--- src/rtl/fd_video_pkg.sv ---
// Shared video definitions: tile word field layout, map geometry, bus widths,
// and the decoded tile record used by the playfield fetcher.
package fd_video_pkg;

    localparam int TILE_W   = 8;
    localparam int MAP_COLS = 32;
    localparam int MAP_ROWS = 32;

    localparam int PF_AW  = 10;
    localparam int ROM_AW = 12;
    localparam int PIX_W  = 8;

    // Tile word field positions
    localparam int TW_CODE_LO_MSB = 7;
    localparam int TW_CODE_HI     = 15;
    localparam int TW_COLOR_MSB   = 13;
    localparam int TW_COLOR_LSB   = 8;
    localparam int TW_HFLIP       = 14;

    typedef struct packed {
        logic [8:0] code;
        logic [5:0] color;
        logic       hflip;
    } tile_t;

    function automatic tile_t decode_tile(input logic [15:0] w);
        tile_t t;
        t.code  = {w[TW_CODE_HI], w[TW_CODE_LO_MSB:0]};
        t.color = w[TW_COLOR_MSB:TW_COLOR_LSB];
        t.hflip = w[TW_HFLIP];
        return t;
    endfunction

    function automatic logic [7:0] rev8(input logic [7:0] b);
        logic [7:0] r;
        for (int i = 0; i < 8; i++) r[i] = b[7-i];
        return r;
    endfunction

endpackage

--- src/rtl/pf_tile_fetch_if.sv ---
// Playfield RAM read port and graphics ROM port as seen by the tile fetcher.
interface pf_tile_fetch_if;
    import fd_video_pkg::*;

    logic [PF_AW-1:0]  pf_a;
    logic              pf_r;
    logic [15:0]       pf_d;
    logic [ROM_AW-1:0] rom_a;
    logic              rom_r;
    logic [15:0]       rom_d;

    modport master (output pf_a, pf_r, rom_a, rom_r, input pf_d, rom_d);
    modport slave  (input pf_a, pf_r, rom_a, rom_r, output pf_d, rom_d);
endinterface

--- src/rtl/pf_shifter2.sv ---
// Two-plane 8-bit load/shift register with colour and registered pixel output.
// Load replaces the shift on the enable it occurs; blanking forces a zero pixel.
module pf_shifter2
    import fd_video_pkg::*;
(
    input  logic             clk,
    input  logic             reset,
    input  logic             ce,
    input  logic             load,
    input  logic [7:0]       nxt_p1,
    input  logic [7:0]       nxt_p0,
    input  logic [5:0]       nxt_color,
    input  logic             blank,
    output logic [PIX_W-1:0] pix,
    output logic             opaque
);

    logic [7:0] p1, p0;
    logic [5:0] color;

    // Load a new tile row at slot 7, otherwise shift MSB-first
    always_ff @(posedge clk or posedge reset) begin
        if (reset) begin
            p1    <= '0;
            p0    <= '0;
            color <= '0;
        end else if (ce) begin
            if (load) begin
                p1    <= nxt_p1;
                p0    <= nxt_p0;
                color <= nxt_color;
            end else begin
                p1 <= {p1[6:0], 1'b0};
                p0 <= {p0[6:0], 1'b0};
            end
        end
    end

    // Registered pixel output, zeroed while blanked
    always_ff @(posedge clk or posedge reset) begin
        if (reset) begin
            pix    <= '0;
            opaque <= 1'b0;
        end else if (ce) begin
            pix    <= blank ? '0 : {color, p1[7], p0[7]};
            opaque <= !blank && (p1[7] || p0[7]);
        end
    end

endmodule

--- src/rtl/pf_tile_fetch.sv ---
// Playfield tile fetcher: walks the 32x32 tile map one tile ahead of the beam,
// fetches the 2bpp graphics row and shifts pixels to the mixer.
// Optional horizontal flip is built when PF_HFLIP_EN is defined.
module pf_tile_fetch
    import fd_video_pkg::*;
#(
    parameter int HOFS = 0,
    parameter int VOFS = 0
) (
    input  logic             clk,
    input  logic             reset,
    input  logic             pix_ce,
    input  logic [8:0]       hcount,
    input  logic [8:0]       vcount,
    input  logic             hblank,
    input  logic             vblank,
    pf_tile_fetch_if.master  bus,
    output logic [PIX_W-1:0] pf_pix,
    output logic             pf_opaque
);

    logic [2:0] slot;
    logic [4:0] col, row;
    logic [7:0] eff;
    logic [2:0] line;
    tile_t      tw;

    assign slot = hcount[2:0];
    // Column and line arithmetic wrap naturally at the map/line widths
    assign col  = hcount[7:3] + 5'd1 + 5'(HOFS);
    assign eff  = vcount[7:0] + 8'(VOFS);
    assign row  = eff[7:3];
    assign line = eff[2:0];
    assign tw   = decode_tile(bus.pf_d);

    logic [5:0] color_q;
    logic [7:0] nxt_p1, nxt_p0;
    logic [5:0] nxt_color;
    logic [7:0] plane1_in, plane0_in;

`ifdef PF_HFLIP_EN
    logic hflip_q;

    // Capture the flip attribute alongside the tile colour
    always_ff @(posedge clk or posedge reset) begin
        if (reset)                        hflip_q <= 1'b0;
        else if (pix_ce && slot == 3'd2)  hflip_q <= tw.hflip;
    end

    assign plane1_in = hflip_q ? rev8(bus.rom_d[15:8]) : bus.rom_d[15:8];
    assign plane0_in = hflip_q ? rev8(bus.rom_d[7:0])  : bus.rom_d[7:0];
`else
    assign plane1_in = bus.rom_d[15:8];
    assign plane0_in = bus.rom_d[7:0];
`endif

    // Bits that the address math or default build deliberately drop
    logic unused_ok;
    assign unused_ok = ^{1'b0, hcount[8], vcount[8], tw.hflip};

    // Slot sequencing: tile address at slot 0, ROM address at slot 2; strobes last one clk
    always_ff @(posedge clk or posedge reset) begin
        if (reset) begin
            bus.pf_a  <= '0;
            bus.pf_r  <= 1'b0;
            bus.rom_a <= '0;
            bus.rom_r <= 1'b0;
            color_q   <= '0;
        end else begin
            bus.pf_r  <= 1'b0;
            bus.rom_r <= 1'b0;
            if (pix_ce) begin
                case (slot)
                    3'd0: begin
                        bus.pf_a <= {row, col};
                        bus.pf_r <= !vblank;
                    end
                    3'd2: begin
                        bus.rom_a <= {tw.code, line};
                        bus.rom_r <= !vblank;
                        color_q   <= tw.color;
                    end
                    default: ;
                endcase
            end
        end
    end

    // Slot 4: stage the fetched row and its colour for the next load
    always_ff @(posedge clk or posedge reset) begin
        if (reset) begin
            nxt_p1    <= '0;
            nxt_p0    <= '0;
            nxt_color <= '0;
        end else if (pix_ce && slot == 3'd4) begin
            nxt_p1    <= plane1_in;
            nxt_p0    <= plane0_in;
            nxt_color <= color_q;
        end
    end

    pf_shifter2 u_shift (
        .clk       (clk),
        .reset     (reset),
        .ce        (pix_ce),
        .load      (slot == 3'd7),
        .nxt_p1    (nxt_p1),
        .nxt_p0    (nxt_p0),
        .nxt_color (nxt_color),
        .blank     (hblank || vblank),
        .pix       (pf_pix),
        .opaque    (pf_opaque)
    );

endmodule
--- src/flat_wrapper.sv ---
// flat-port wrapper written by rule: the top's interface ports become plain ports
module pf_tile_fetch_flat import fd_video_pkg::*;
#(
    parameter int HOFS = 0,
    parameter int VOFS = 0
)
  (clk, reset, pix_ce, hcount, vcount, hblank, vblank, pf_pix, pf_opaque, bus_pf_a, bus_pf_r, bus_rom_a, bus_rom_r, bus_pf_d, bus_rom_d);
  pf_tile_fetch_if bus_i ();
  input  logic clk;
  input  logic reset;
  input  logic pix_ce;
  input  logic [8:0] hcount;
  input  logic [8:0] vcount;
  input  logic hblank;
  input  logic vblank;
  output logic [PIX_W-1:0] pf_pix;
  output logic pf_opaque;
  output wire logic [$bits(bus_i.pf_a)-1:0] bus_pf_a;
  output wire logic [$bits(bus_i.pf_r)-1:0] bus_pf_r;
  output wire logic [$bits(bus_i.rom_a)-1:0] bus_rom_a;
  output wire logic [$bits(bus_i.rom_r)-1:0] bus_rom_r;
  input wire logic [$bits(bus_i.pf_d)-1:0] bus_pf_d;
  input wire logic [$bits(bus_i.rom_d)-1:0] bus_rom_d;
  assign bus_pf_a = bus_i.pf_a;
  assign bus_pf_r = bus_i.pf_r;
  assign bus_rom_a = bus_i.rom_a;
  assign bus_rom_r = bus_i.rom_r;
  assign bus_i.pf_d = bus_pf_d;
  assign bus_i.rom_d = bus_rom_d;
  pf_tile_fetch #(.HOFS(HOFS), .VOFS(VOFS)) u_core (.clk(clk), .reset(reset), .pix_ce(pix_ce), .hcount(hcount), .vcount(vcount), .hblank(hblank), .vblank(vblank), .bus(bus_i), .pf_pix(pf_pix), .pf_opaque(pf_opaque));
endmodule
--- config.mk ---
export PLATFORM = sky130hd
export DESIGN_NAME = pf_tile_fetch_flat
export DESIGN_NICKNAME = d
export VERILOG_FILES = /design/src/rtl/fd_video_pkg.sv /design/src/rtl/pf_tile_fetch_if.sv /design/src/rtl/pf_shifter2.sv /design/src/rtl/pf_tile_fetch.sv /design/src/flat_wrapper.sv
export SDC_FILE = /design/constraint.sdc
export NUM_CORES = 1
export LEC_CHECK = 0
export ABC_AREA = 0
export CAP_MARGIN = 20
export CELL_PAD_IN_SITES_DETAIL_PLACEMENT = 0
export CELL_PAD_IN_SITES_GLOBAL_PLACEMENT = 1
export CORE_MARGIN = 4
export CORE_UTILIZATION = 38
export DETAILED_ROUTE_END_ITERATION = 12
export GPL_TIMING_DRIVEN = 0
export PLACE_DENSITY = 0.91
export SLEW_MARGIN = 25
export SYNTH_ARGS = -nofsm -noshare
export SYNTH_HDL_FRONTEND = slang
export SYNTH_SLANG_ARGS = --single-unit
export TNS_END_PERCENT = 100
--- constraint.sdc ---
create_clock -name clk -period 3.2 [get_ports clk]
set_input_delay 0.8 -clock clk [delete_from_list [all_inputs] [get_ports clk]]
set_output_delay 0.8 -clock clk [all_outputs]
set_load 0.05 [all_outputs]
==> results.md <==
- Port Buffers: 83
- CTS tree: built
- Post-CTS Resized: 0
- Synth Area in Compound Gates: 0.0500
- Slowest-stage cell, CP: clkdlybuf4s50_1
- Layout cells sized above 1: 0.222
- Pin count of the biggest net entering global routing: 46
- Max VDD drop: between 0.3 and 0.4 mV
- 1st-pass router iterations: 4
- Syn nets: 317
- Sequential fraction of the synthesis area: 0.619
- Wire per inst: 14.8 um
- Area Growth Syn to Fin: 35.5%
- Drt drc: 0
- RR Startpoint: u_core.bus.rom_a[2]
- Family with the most delay on the worst path: buffers and inverters
- Most frequent cells in the layout: 83 x clkdlybuf4s50_1, 83 x dfrtp_1, 41 x mux2_2
- Initial DRC Count: 70
- CTS H-tree lvls: 3
- Crit path DAT: around 1600 ps
- Gate Count Post-Synth: 261
- Post-Route Utilization: 0.526
- Pleak: between 1.5 and 2 nW
- CP bufs+invs: 1
- #FFs+latches synth: between 80 and 90
- Critical Path Start Type: flop
- Num ports: roughly 90
- DR vias/cell: around 4.8
- Postcts setup bufs: 0
- Warnings, synthesis: 0
- Yosys cell types: 25
- Global-route wire length before repair: 11,000 um
- GR Util All Layers: 0.138
- Layout Nets: approximately 400
- Hold crit path type: reg -> reg
- Area of the core: between 8000 and 9000 um2
- TritonCTS Buffers: 9
- CP Cell Sequence: clkdlybuf4s50_1
- Clk_lat worst skew: 340 ps
- Largest family of logic cells by synthesized area: multiplexers
- Worst EP required: 2400 ps
- Status: completed
- Crit share post-route: 0.739
- Clock Pin Slew Worst Setup and Hold Paths: about 90 ps
- Vias in the first global route: roughly 2,300
- Post-placement cell area: ~4300 um2
- Die height: 102 um
- R2R depth: 1
- End of the worst hold path: u_core.u_shift.pix[2]
- Hold path startpoint: u_core.u_shift.color[0]
- Global route overflow: 0
- Max-Cap Viols: 0
- FF-to-FF End: u_core.bus.rom_a[2]
- Post-synthesis mux area share: 0.185
- Fmax: 423 MHz
- Simple logic cell fraction of the synthesized area: 0.0936
- Synthesized area per cell: roughly 13 um2
- Via count: about 2,200
- Power Total: 0.00294 W
- Final min period: 2360 ps
- FF-to-FF setup slack: roughly 2400 ps
- Critical path type: reg -> out
- Die ar.: around 10,000 um2
- Area of the mapped netlist: 3350 um2
- Final Slew Violations: 0
- Synth Area in Adders: 0.00373
- Initial antenna violation count: 0
- Hold Path Depth: 2
- CTS root buf: clkbuf_8
- Slowest stage delay, CP: roughly 840 ps
- Endpoints failing setup: 0
- Power Dens Cells: between 600 and 700 nW/um2
- XOR/XNOR share of the synthesized area: 0.00783
- CTS Sinks: just over 80
- Post-DP HPWL: ~5000 um
- Hold Buf Count CTS: 0
- Crit path capture type: primary output
- Starting density of the core: 0.388
- Clock Path Buffers: 2
- Rows: 34
- Crit-path max FO: 2
- Worst Max-Slew Pin Slew: between 500 and 600 ps
- Unrepaired setup endpoints after global routing: no
- Clock Skews: approximately 5.4 ps
- Ant diodes: 0
- Post-route ant nets: 0
- Slew margin rel.: 0.609
- Design area: 4550 um2
- Hold Fails Final Rpt: 0
- Die X-Extent: 102 um
- Routability cong.: 0.739
- Total Routed Length: roughly 7000 um
-- sequential cells by signal, summed over array words and instances, names as in the netlist --
| signal | cells |
|---|---|
| u_core.u_shift.p0 | 8 |
| u_core.u_shift.pix | 8 |
| u_core.bus.pf_r | 1 |
| u_core.nxt_p0 | 8 |
| u_core.u_shift.color | 6 |
| u_core.bus.rom_a | 12 |
| u_core.bus.pf_a | 10 |
| u_core.bus.rom_r | 1 |
| u_core.u_shift.opaque | 1 |
| u_core.nxt_p1 | 8 |
| u_core.nxt_color | 6 |
| u_core.color_q | 6 |
| u_core.u_shift.p1 | 8 |
-- Yosys cell counts --
cell type | number | area, um2
a31oi_1 | 14 | 87.6
nor4b_4 | 1 | 23.8
nand2_1 | 36 | 135
clkbuf_1 | 5 | 18.8
and4bb_2 | 1 | 12.5
nand3_1 | 5 | 25.0
and3_1 | 1 | 6.26
nor2_1 | 18 | 67.6
mux2_4 | 9 | 135
mux2_1 | 2 | 22.5
buf_6 | 5 | 56.3
o21ai_0 | 12 | 60.1
xnor2_1 | 1 | 8.76
nor2b_1 | 2 | 12.5
inv_1 | 12 | 45.0
ha_1 | 1 | 12.5
mux2_2 | 41 | 462
a21oi_1 | 4 | 20.0
buf_4 | 1 | 7.51
xor2_1 | 2 | 17.5
and4bb_1 | 1 | 12.5
nand2_2 | 1 | 6.26
buf_2 | 2 | 10.0
nor3b_2 | 1 | 12.5
dfrtp_1 | 83 | 2080
-- through the flow --
step | worst slack, ps | instances | hold WS (ps) | TNS, ps
floorplan | 263 | 261 | 444 | 0
global placement | -949 | 452 | 462 | -78400
detailed placement | 723 | 453 | 473 | 0
CTS | 817 | 469 | 492 | 0
global route | 796 | 469 | 512 | 0
finish | 836 | 469 | 487 | 0
-- how the worst max path moves through the flow --
stage	end	slack, ps	from	cells after the start
after global routing	bus_rom_a[2]	800	u_core.bus.rom_a[2]	1
after CTS	bus_rom_a[2]	820	u_core.bus.rom_a[2]	1
after global placement	u_core.nxt_p0[2]	-950	reset	2
after floorplan	u_core.bus.pf_a[0]	260	reset	1
after detailed placement	u_core.bus.pf_a[1]	720	hcount[0]	4
final	bus_rom_a[2]	840	u_core.bus.rom_a[2]	1
-- layer usage --
metal	GRT usage	routed length, um	vias up
met1	0.178	3110	1094
met2	0.229	3350	59
met3	0.0314	429	7
met4	0.0494	65	0
li1	-	-	1073
met5	0	0	-
-- cell families (layout without fill, tap and decap cells) --
family | Yosys count | count (layout)
mux | 52 | 52
compound gates | 30 | 30
xor+xnor | 3 | 3
simple gates | 67 | 67
flops | 83 | 83
fa+ha+maj | 1 | 1
buf+inv | 25 | 125
-- power by group --
group	total (W)	switching [W]	internal (W)
Combinational	0.000797	0.000437	0.000361
Sequential	0.00138	0.000113	0.00127
Clock	0.000763	0.000381	0.000382
-- cell type report --
type / count / area [um2]
Clock buffer: 10 / 138
Inverter: 12 / 47.5
Multi-Input combinational cell: 153 / 1140
Tap cell: 108 / 135
Buffer: 13 / 92.6
Clock inverter: 6 / 65.1
Fill cell: 770 / 4090
Timing Repair Buffer: 84 / 851
Sequential cell: 83 / 2080
Note: power is estimated with default switching activity, not from simulation.
